### src/rtl/text_pkg.sv
`default_nettype none
// ============================================================================
// Module      : text_pkg
// Description : Shared constants, state encoding and helpers for the UART
//               text writer.
// Revision    : 1.0 - initial release
// ============================================================================
package text_pkg;

    localparam int TEXT_COLS = 32;
    localparam int TEXT_ROWS = 4;

    localparam logic [7:0] CHAR_CR    = 8'h0D;
    localparam logic [7:0] CHAR_LF    = 8'h0A;
    localparam logic [7:0] CHAR_BS    = 8'h08;
    localparam logic [7:0] CHAR_SPACE = 8'h20;

    typedef enum logic [1:0] {
        IDLE       = 2'd0,
        CLR_LINE   = 2'd1,
        CLR_SCREEN = 2'd2
    } state_t;

    function automatic logic is_printable(input logic [7:0] b);
        return (b >= 8'h20) && (b <= 8'h7E);
    endfunction

endpackage
`default_nettype wire

### src/rtl/uart_text_writer_if.sv
`default_nettype none
// ============================================================================
// Module      : uart_text_writer_if
// Description : Byte-stream handshake into the text writer and the character
//               RAM write port out of it.
// Revision    : 1.0 - initial release
// ============================================================================
interface uart_text_writer_if;

    logic       in_valid;
    logic [7:0] in_data;
    logic       in_ready;
    logic       wr_en;
    logic [1:0] wr_row;
    logic [4:0] wr_col;
    logic [7:0] wr_data;

    // Byte source / RAM side of the writer
    modport master (
        output in_valid,
        output in_data,
        input  in_ready,
        input  wr_en,
        input  wr_row,
        input  wr_col,
        input  wr_data
    );

    // The text writer itself
    modport slave (
        input  in_valid,
        input  in_data,
        output in_ready,
        output wr_en,
        output wr_row,
        output wr_col,
        output wr_data
    );

endinterface
`default_nettype wire

### src/rtl/uart_text_writer.sv
`default_nettype none
// ============================================================================
// Module      : uart_text_writer
// Description : Turns received UART bytes into character-RAM writes for a
//               4x32 text screen and owns the text cursor.
// Revision    : 1.0 - initial release
// ============================================================================
module uart_text_writer
    import text_pkg::*;
#(
    parameter int START_COL = 24,
    parameter int RESET_ROW = 1
) (
    input  wire logic           clk,
    input  wire logic           reset_n,
    uart_text_writer_if.slave   bus,
    input  wire logic           clear,
    output logic [1:0]          cur_row,
    output logic [4:0]          cur_col,
    output logic                busy
);

    localparam logic [4:0] c_start_col = 5'(START_COL % TEXT_COLS);
    localparam logic [4:0] c_wrap_col  = 5'((START_COL + TEXT_COLS - 1) % TEXT_COLS);
    localparam logic [1:0] c_reset_row = 2'(RESET_ROW % TEXT_ROWS);

    state_t     r_state;
    logic [6:0] r_scan;
    logic       r_pending;
    logic       r_busy;
    logic       r_wr_en;
    logic [1:0] r_wr_row;
    logic [4:0] r_wr_col;
    logic [7:0] r_wr_data;
    logic [1:0] r_cur_row;
    logic [4:0] r_cur_col;

    logic [1:0] w_next_row;
    logic       w_is_newline;

    assign w_next_row   = r_cur_row + 2'd1;
    assign w_is_newline = (bus.in_data == CHAR_CR) || (bus.in_data == CHAR_LF);

    always_ff @(posedge clk or negedge reset_n) begin
        if (!reset_n) begin
            r_state   <= CLR_SCREEN;
            r_scan    <= 7'd0;
            r_pending <= 1'b0;
            r_busy    <= 1'b1;
            r_wr_en   <= 1'b0;
            r_wr_row  <= 2'd0;
            r_wr_col  <= 5'd0;
            r_wr_data <= 8'd0;
            r_cur_row <= c_reset_row;
            r_cur_col <= c_start_col;
        end else begin
            r_wr_en <= 1'b0;
            case (r_state)
                IDLE: begin
                    if (clear) begin
                        r_state <= CLR_SCREEN;
                        r_busy  <= 1'b1;
                        r_scan  <= 7'd0;
                    end else if (bus.in_valid) begin
                        if (is_printable(bus.in_data)) begin
                            r_wr_en   <= 1'b1;
                            r_wr_row  <= r_cur_row;
                            r_wr_col  <= r_cur_col;
                            r_wr_data <= bus.in_data;
                            if (r_cur_col == c_wrap_col) begin
                                // Scan starts at -1 so the character's own write gets a cycle
                                // before the line clear begins at column 0.
                                r_cur_col <= c_start_col;
                                r_cur_row <= w_next_row;
                                r_state   <= CLR_LINE;
                                r_busy    <= 1'b1;
                                r_scan    <= 7'h7F;
                            end else begin
                                r_cur_col <= r_cur_col + 5'd1;
                            end
                        end else if (w_is_newline) begin
                            // The first line-clear write goes out on the accepting edge.
                            r_wr_en   <= 1'b1;
                            r_wr_row  <= w_next_row;
                            r_wr_col  <= 5'd0;
                            r_wr_data <= CHAR_SPACE;
                            r_cur_col <= c_start_col;
                            r_cur_row <= w_next_row;
                            r_state   <= CLR_LINE;
                            r_busy    <= 1'b1;
                            r_scan    <= 7'd0;
                        end else if ((bus.in_data == CHAR_BS) && (r_cur_col != c_start_col)) begin
                            r_wr_en   <= 1'b1;
                            r_wr_row  <= r_cur_row;
                            r_wr_col  <= r_cur_col - 5'd1;
                            r_wr_data <= CHAR_SPACE;
                            r_cur_col <= r_cur_col - 5'd1;
                        end
                    end
                end

                CLR_LINE: begin
                    if (clear) begin
                        r_pending <= 1'b1;
                    end
                    if (r_scan == 7'd31) begin
                        if (r_pending || clear) begin
                            r_state <= CLR_SCREEN;
                            r_scan  <= 7'd0;
                        end else begin
                            r_state <= IDLE;
                            r_busy  <= 1'b0;
                        end
                    end else begin
                        r_wr_en   <= 1'b1;
                        r_wr_row  <= r_cur_row;
                        r_wr_col  <= r_scan[4:0] + 5'd1;
                        r_wr_data <= CHAR_SPACE;
                        r_scan    <= r_scan + 7'd1;
                    end
                end

                CLR_SCREEN: begin
                    if (clear) begin
                        r_scan <= 7'd0;
                    end else if (r_wr_en && (r_scan == 7'd0)) begin
                        // Counter wrapped right after writing cell 127.
                        r_state   <= IDLE;
                        r_busy    <= 1'b0;
                        r_pending <= 1'b0;
                        r_cur_row <= c_reset_row;
                        r_cur_col <= c_start_col;
                    end else begin
                        r_wr_en   <= 1'b1;
                        r_wr_row  <= r_scan[6:5];
                        r_wr_col  <= r_scan[4:0];
                        r_wr_data <= CHAR_SPACE;
                        r_scan    <= r_scan + 7'd1;
                    end
                end

                default: begin
                    r_state <= IDLE;
                    r_busy  <= 1'b0;
                end
            endcase
        end
    end

    assign bus.in_ready = (r_state == IDLE) & ~clear;
    assign bus.wr_en    = r_wr_en;
    assign bus.wr_row   = r_wr_row;
    assign bus.wr_col   = r_wr_col;
    assign bus.wr_data  = r_wr_data;
    assign cur_row      = r_cur_row;
    assign cur_col      = r_cur_col;
    assign busy         = r_busy;

endmodule
`default_nettype wire

### src/flat_wrapper.sv
// flat-port wrapper written by rule: the top's interface ports become plain ports
module uart_text_writer_flat import text_pkg::*;
#(
    parameter int START_COL = 24,
    parameter int RESET_ROW = 1
)
  (clk, reset_n, clear, cur_row, cur_col, busy, bus_in_valid, bus_in_data, bus_in_ready, bus_wr_en, bus_wr_row, bus_wr_col, bus_wr_data);
  uart_text_writer_if bus_i ();
  input  wire logic clk;
  input  wire logic reset_n;
  input  wire logic clear;
  output logic [1:0] cur_row;
  output logic [4:0] cur_col;
  output logic busy;
  input wire logic [$bits(bus_i.in_valid)-1:0] bus_in_valid;
  input wire logic [$bits(bus_i.in_data)-1:0] bus_in_data;
  output wire logic [$bits(bus_i.in_ready)-1:0] bus_in_ready;
  output wire logic [$bits(bus_i.wr_en)-1:0] bus_wr_en;
  output wire logic [$bits(bus_i.wr_row)-1:0] bus_wr_row;
  output wire logic [$bits(bus_i.wr_col)-1:0] bus_wr_col;
  output wire logic [$bits(bus_i.wr_data)-1:0] bus_wr_data;
  assign bus_i.in_valid = bus_in_valid;
  assign bus_i.in_data = bus_in_data;
  assign bus_in_ready = bus_i.in_ready;
  assign bus_wr_en = bus_i.wr_en;
  assign bus_wr_row = bus_i.wr_row;
  assign bus_wr_col = bus_i.wr_col;
  assign bus_wr_data = bus_i.wr_data;
  uart_text_writer #(.START_COL(START_COL), .RESET_ROW(RESET_ROW)) u_core (.clk(clk), .reset_n(reset_n), .bus(bus_i), .clear(clear), .cur_row(cur_row), .cur_col(cur_col), .busy(busy));
endmodule
### config.mk
export PLATFORM = sky130hd
export DESIGN_NAME = uart_text_writer_flat
export DESIGN_NICKNAME = d
export VERILOG_FILES = /design/src/rtl/text_pkg.sv /design/src/rtl/uart_text_writer_if.sv /design/src/rtl/uart_text_writer.sv /design/src/flat_wrapper.sv
export SDC_FILE = /design/constraint.sdc
export NUM_CORES = 1
export LEC_CHECK = 0
export BUFFER_PORTS_ARGS = -buffer_cell sky130_fd_sc_hd__buf_2
export CAP_MARGIN = 20
export CORE_MARGIN = 3
export CORE_UTILIZATION = 56
export DETAILED_ROUTE_END_ITERATION = 8
export GPL_TIMING_DRIVEN = 0
export PLACE_DENSITY = 0.78
export SYNTH_ARGS = -nofsm -noshare
export SYNTH_HDL_FRONTEND = slang
export SYNTH_SLANG_ARGS = --single-unit
### constraint.sdc
create_clock -name clk -period 3.4 [get_ports clk]
set_clock_uncertainty 0.15 [all_clocks]
set_input_delay 0.51 -clock clk [delete_from_list [all_inputs] [get_ports clk]]
set_output_delay 0.51 -clock clk [all_outputs]
set_load 0.02 [all_outputs]
### Word level (Yosys, flattened, before mapping)

Index checks and enable logic that the tools add are counted.

| storage, ports and cells | value |
|---|---|
| bits in registers | 34 |
| input port bits | 12 |
| logic and storage cells | 145 |

| cells by class | value |
|---|---|
| $add $sub $neg | 5 |
| magnitude comparators | 2 |
| eq/ne operators | 25 |
| muxes and demuxes | 84 |
| bitwise operators | 2 |
| reductions and logical operators | 17 |

Operators by type and width:

| kind | count |
|---|---|
| 2-to-1 mux 5 bit | 15 |
| 2-to-1 mux 8 bit | 8 |
| 2-to-1 mux 7 bit | 9 |
| 2-to-1 mux 2 bit | 24 |
| equality test 8 x 4 -> 1 bit, second input constant | 3 |
| case mux 8 bit (3 select lines) | 1 |
| case mux 7 bit (3 select lines) | 1 |
| AND reduction 7 bit | 3 |
| 2-to-1 mux 1 bit | 18 |
| AND reduction 6 bit | 3 |
| case mux 5 bit (3 select lines) | 1 |
| inequality test 2 bit, second input constant | 7 |
| inequality test 3 bit, second input constant | 4 |
| case mux 2 bit (3 select lines) | 2 |
| adder 5 x 1 -> 5 bit, second input constant | 2 |
| case mux 5 bit (2 select lines) | 1 |
| >= comparator 8 x 6 -> 1 bit, second input constant | 1 |
| <= comparator 8 x 7 -> 1 bit, second input constant | 1 |
| adder 7 x 1 -> 7 bit, second input constant | 1 |
| equality test 7 x 5 -> 1 bit, second input constant | 1 |
| logical NOT 7 bit | 1 |
| case mux 1 bit (3 select lines) | 2 |
| equality test 5 bit, second input constant | 1 |
| inequality test 5 bit, second input constant | 1 |
| 19 further kinds | 24 |

### Longest topological paths before layout

| depth | value |
|---|---|
| depth in word-level cells | 8 |
| mapped depth | 8 |
| mapped depth without buffers | 7 |

### Least setup slack after synthesis

No wires, ideal clock.

| timing path | value |
|---|---|
| path kind | in2reg |
| from | input port bus_in_data[4] |
| to | register u_core.r_wr_col[1] (netlist: u_core.bus.wr_col[1]) |
| setup time | 0.127 ns |
| arrival | 2.160 ns |
| slack | 0.963 ns |
| cell stages on the path | 6 |
| buffers on the path | 1 |
| cell sequence | or4b_4 -> o41ai_4 -> a211oi_2 -> nor2_1 -> buf_4 -> mux2_1 |

| between the ends | value |
|---|---|
| longest elaborated chain between the ends | 7 |
| elaborated cells on any way between the ends | 15 |
| those cells by class | order compare: 2; eq/ne: 4; mux: 5; reduce/logical: 4 |

RTL lines:

| item | line | text |
|---|---|---|
| start, declared | flat_wrapper.sv:16 | `input wire logic [$bits(bus_i.in_data)-1:0] bus_in_data;` |
| branches (longest 7 deep; another with >= comparator 8 x 6 -> 1 bit) | - |  |
| end signal, assigned | uart_text_writer.sv:68 | `r_wr_col <= r_cur_col;` |
| end signal, assigned | uart_text_writer.sv:95 | `r_wr_col <= r_cur_col - 5'd1;` |
| end signal, assigned | uart_text_writer.sv:117 | `r_wr_col <= r_scan[4:0] + 5'd1;` |
| end, declared | uart_text_writer.sv:33 | `logic [4:0] r_wr_col;` |

Several ways; the timed one is not identified. The select of a mux whose other input is x is not followed.
A chain may end at the register's enable or synchronous reset.

### Worst setup path in the final report

| timing path | value |
|---|---|
| from | register u_core.r_state[1] |
| to | register u_core.r_wr_col[1] (netlist: u_core.bus.wr_col[1]) |

| between the ends | value |
|---|---|
| longest elaborated chain between the ends | 3 |
| elaborated cells on any way between the ends | 12 |
| those cells by class | eq/ne: 8; mux: 1; reduce/logical: 3 |

RTL lines:

| item | line | text |
|---|---|---|
| start, declared | uart_text_writer.sv:27 | `state_t r_state;` |
| start signal, assigned | uart_text_writer.sv:46 | `r_state <= CLR_SCREEN;` |
| start signal, assigned | uart_text_writer.sv:61 | `r_state <= CLR_SCREEN;` |
| start signal, assigned | uart_text_writer.sv:75 | `r_state <= CLR_LINE;` |
| logical NOT 2 bit, or another cell as far along | uart_text_writer.sv:58 | `case (r_state)` |
| inequality test 4 x 1 -> 1 bit (no source line), or another cell as far along | - |  |
| AND reduction 7 bit (no source line) | - |  |

Several ways; a longest one is shown, not always the timed one.

==> metrics.txt <==
run status=finished, final reports clean; largest cells by area after synthesis=dfrtp_1, dfstp_2, a21oi_1; reg2reg path depth=7; CTS resizes=0; CORE AREA=4170 um^2; vias in the first global route=2,263; Yosys top cell area share=28.7%; Rel. slew slack=46.1%; cell taking the most area after synthesis=dfrtp_1; yosys synthesis warning count=0; Pins Over Slew Limit=0; Worst-Margin Slew=803 ps; adder-cell share of the synthesized area=3.95%; most common cell in the netlist=dfrtp_1; DP Area=2770 um^2; RR Startpoint=u_core.r_state[1]; Pwr Density=879 nW/um^2; met2 wire len=2940 um; f_max=345 MHz; DR vias/cell=6.76; Total Nets Final=334; Pint=0.00132 W; antenna diode count=0; DR top layer=met4; largest net degree at the start of global routing=35; number of synthesized flops with an enable pin=0; Arr. time, crit path=2920 ps; largest family of logic cells by synthesized area=compound AO/OA/AOI/OAI gates; #FFs+latches synth=34; Crit. Startpoint=u_core.r_state[1]; first-iteration detailed-routing DRC count=311; Simple-Gate Fraction of Synth Area=16.3%; DRT met1 WL=3040 um; kind of critical path=flip-flop to flip-flop; Leak Pwr=1.22 nW; peak supply drop=418 uV; area of the die=5360 um^2; RSZ-0062 raised after global routing=no; mux cell area share after synthesis=3.56%; worst r2r dst=u_core.bus.wr_col[1]; Pre-Repair DR Iteration Count=5; Fin Setup TNS=0 ps; Net Switching=0.00120 W; number of remaining DRC errors=0; met3 WL=549 um; CTS tree=yes; Data required, critical path=3430 ps; Post-CTS Setup Bufs=0; initial antenna violation count=0; r2r setup slk=500 ps; clk slew on worst S/H paths=80 ps; Comb pwr share=58.2%; gpl congestion=0.910; Routed Antenna Nets=0; CP startpoint kind=flip-flop; Sw Share=47.7%; HP Class=input port to async pin; post-synthesis xor/xnor area fraction=1.04%; Max Buffers Root-to-Sink=2; vias post-DR=2,467; TritonCTS Buffers=5; Final setup viols=0; Vert. Die Dim=73.2 um; H-tree depth=2; fin crit period=2900 ps; top_reg_cell synth=dfrtp_1; share of cells above drive strength 1=23.2%; CP max FO=10; Netlist cell types=77; Synth async-reset ratio=100%; cell area after layout=2860 um^2; final hold slack=126 ps; first-pass GRT wire length=11,000 um; Post-Synthesis Cells=272; compound-gate portion of the synthesized area=35.2%; sequential share of power=28.9%; gr usage total=26.2%; Layout area overhead=13.1%; final critical-path share of the clock period=85.1%; WL per Instance=18.2 um; sequential fraction of the synthesis area=33.9%; Fin. Hold Viols=0; Max Cap Viol=0; synthesized area per cell=9.31 um^2; Die Span X=73.2 um; port buffer count=35; # hold bufs at CTS=0; root buf cell=clkbuf_8; global route total overflow=0; Post-synth top cells=dfrtp_1, a21oi_1, inv_1; Post-Route WL=6640 um; Post-Synthesis Cell Area=2530 um^2; worst-skew pair later-pin latency=290 ps; Fillers=347; worst setup path end=u_core.bus.wr_col[1]; Ports=37; Clock Sinks=34; Syn Nets=292; FP Rows=23; Starting Density=60.7%; Clock power frac=13.0%; detailed placement HPWL=4740 um; crit path capture type=flip-flop
## sequential cells by signal, summed over array words and instances (netlist names)
register and count:
u_core.bus.wr_col 5, u_core.bus.wr_data 8, u_core.bus.wr_en 1, u_core.bus.wr_row 2, u_core.busy 1, u_core.cur_col 5, u_core.cur_row 2, u_core.r_pending 1
u_core.r_scan 7, u_core.r_state 2
## power by group through the flow
| stage | registers [W] | clock network (W) | logic [W] |
|---|---|---|---|
| 6_report | 0.000726 | 0.000327 | 0.00146 |
| 5_1_grt | 0.000757 | 0.000342 | 0.00160 |
| 4_1_cts | 0.000727 | 0.000327 | 0.00144 |
| 3_5_place_dp | 0.000734 | 0 | 0.00143 |
| 3_3_place_gp | 0.000726 | 0 | 0.00142 |
| 2_1_floorplan | 0.000857 | 0 | 0.000925 |
## cell usage in the layout, fill, tap and decap left out, types with 3 or more instances in the layout
cell type	count
o22ai_1	8
nand3_1	8
buf_2	35
inv_1	20
nor2_1	9
ha_1	8
nor2b_1	4
dfstp_2	5
a221oi_1	10
o21ai_0	11
a21oi_1	20
a31oi_1	8
clkbuf_8	6
a31o_2	5
clkbuf_1	9
a211oi_1	5
a21o_1	5
dfrtp_1	29
nand2_1	9
and3_1	3
nor3b_1	3
mux2i_1	3
nor3_1	9
nand2b_1	6
o21ai_1	3
a21boi_0	6
## critical path, stage by stage, from the launching register on
cell	delay (ps)
dfstp_2	580
ha_1	160
clkbuf_1	280
clkinv_1	390
o2111ai_1	560
nor2_1	140
buf_4	200
mux2_1	310
## area by class of cell
| type | count | area, um^2 | area share (%) |
|---|---|---|---|
| plain buffers | 13 | 71.3 | 2.49 |
| clock buffers | 6 | 82.6 | 2.88 |
| clock inverters | 2 | 12.5 | 0.437 |
| inverters | 22 | 82.6 | 2.88 |
| multi-input cells | 203 | 1520 | 53.1 |
| flip-flops and latches | 34 | 857 | 29.9 |
| well taps | 50 | 62.6 | 2.18 |
| repair buffers | 35 | 175 | 6.12 |
## cells by family (layout without fill, tap and decap cells)
group / after synthesis / count (layout)
AOI/OAI and AO/OA: 117 / 117
and+or+nand+nor: 67 / 67
buffers and inverters: 35 / 78
DFF: 34 / 34
adders and majority gates: 8 / 8
muxes: 8 / 8
xor gates and xnor gates: 3 / 3
## through the flow
| step | util [%] | std cells | setup slack, ps | power [W] |
|---|---|---|---|---|
| 2_1_floorplan | - | 272 | 963 | 0.00178 |
| 3_3_place_gp | 66.4 | 357 | 590 | 0.00214 |
| 3_5_place_dp | 66.4 | 357 | 574 | 0.00216 |
| 4_1_cts | 68.6 | 365 | 560 | 0.00250 |
| 5_1_grt | 68.6 | 365 | 335 | 0.00270 |
| 6_report | 68.6 | 365 | 505 | 0.00252 |
## worst min path at each step
stage / start / endpoint / cells after the start
after detailed placement: u_core.bus.wr_row[1] / u_core.bus.wr_row[1] / 1
after CTS: reset_n / u_core.cur_col[1] / 1
after floorplan: reset_n / u_core.bus.wr_col[0] / 0
final: reset_n / u_core.r_state[0] / 1
after global placement: u_core.bus.wr_row[1] / u_core.bus.wr_row[1] / 1
after global routing: reset_n / u_core.r_scan[2] / 1
## routing by layer
metal  vias to the layer above  global-route usage (%)
li1                       1148                       -
met1                      1167                    38.5
met2                       137                    37.6
met3                        15                    6.20
met4                         0                    8.20
met5                         -                       0
No activity file was read; power rests on OpenSTA's default activity.
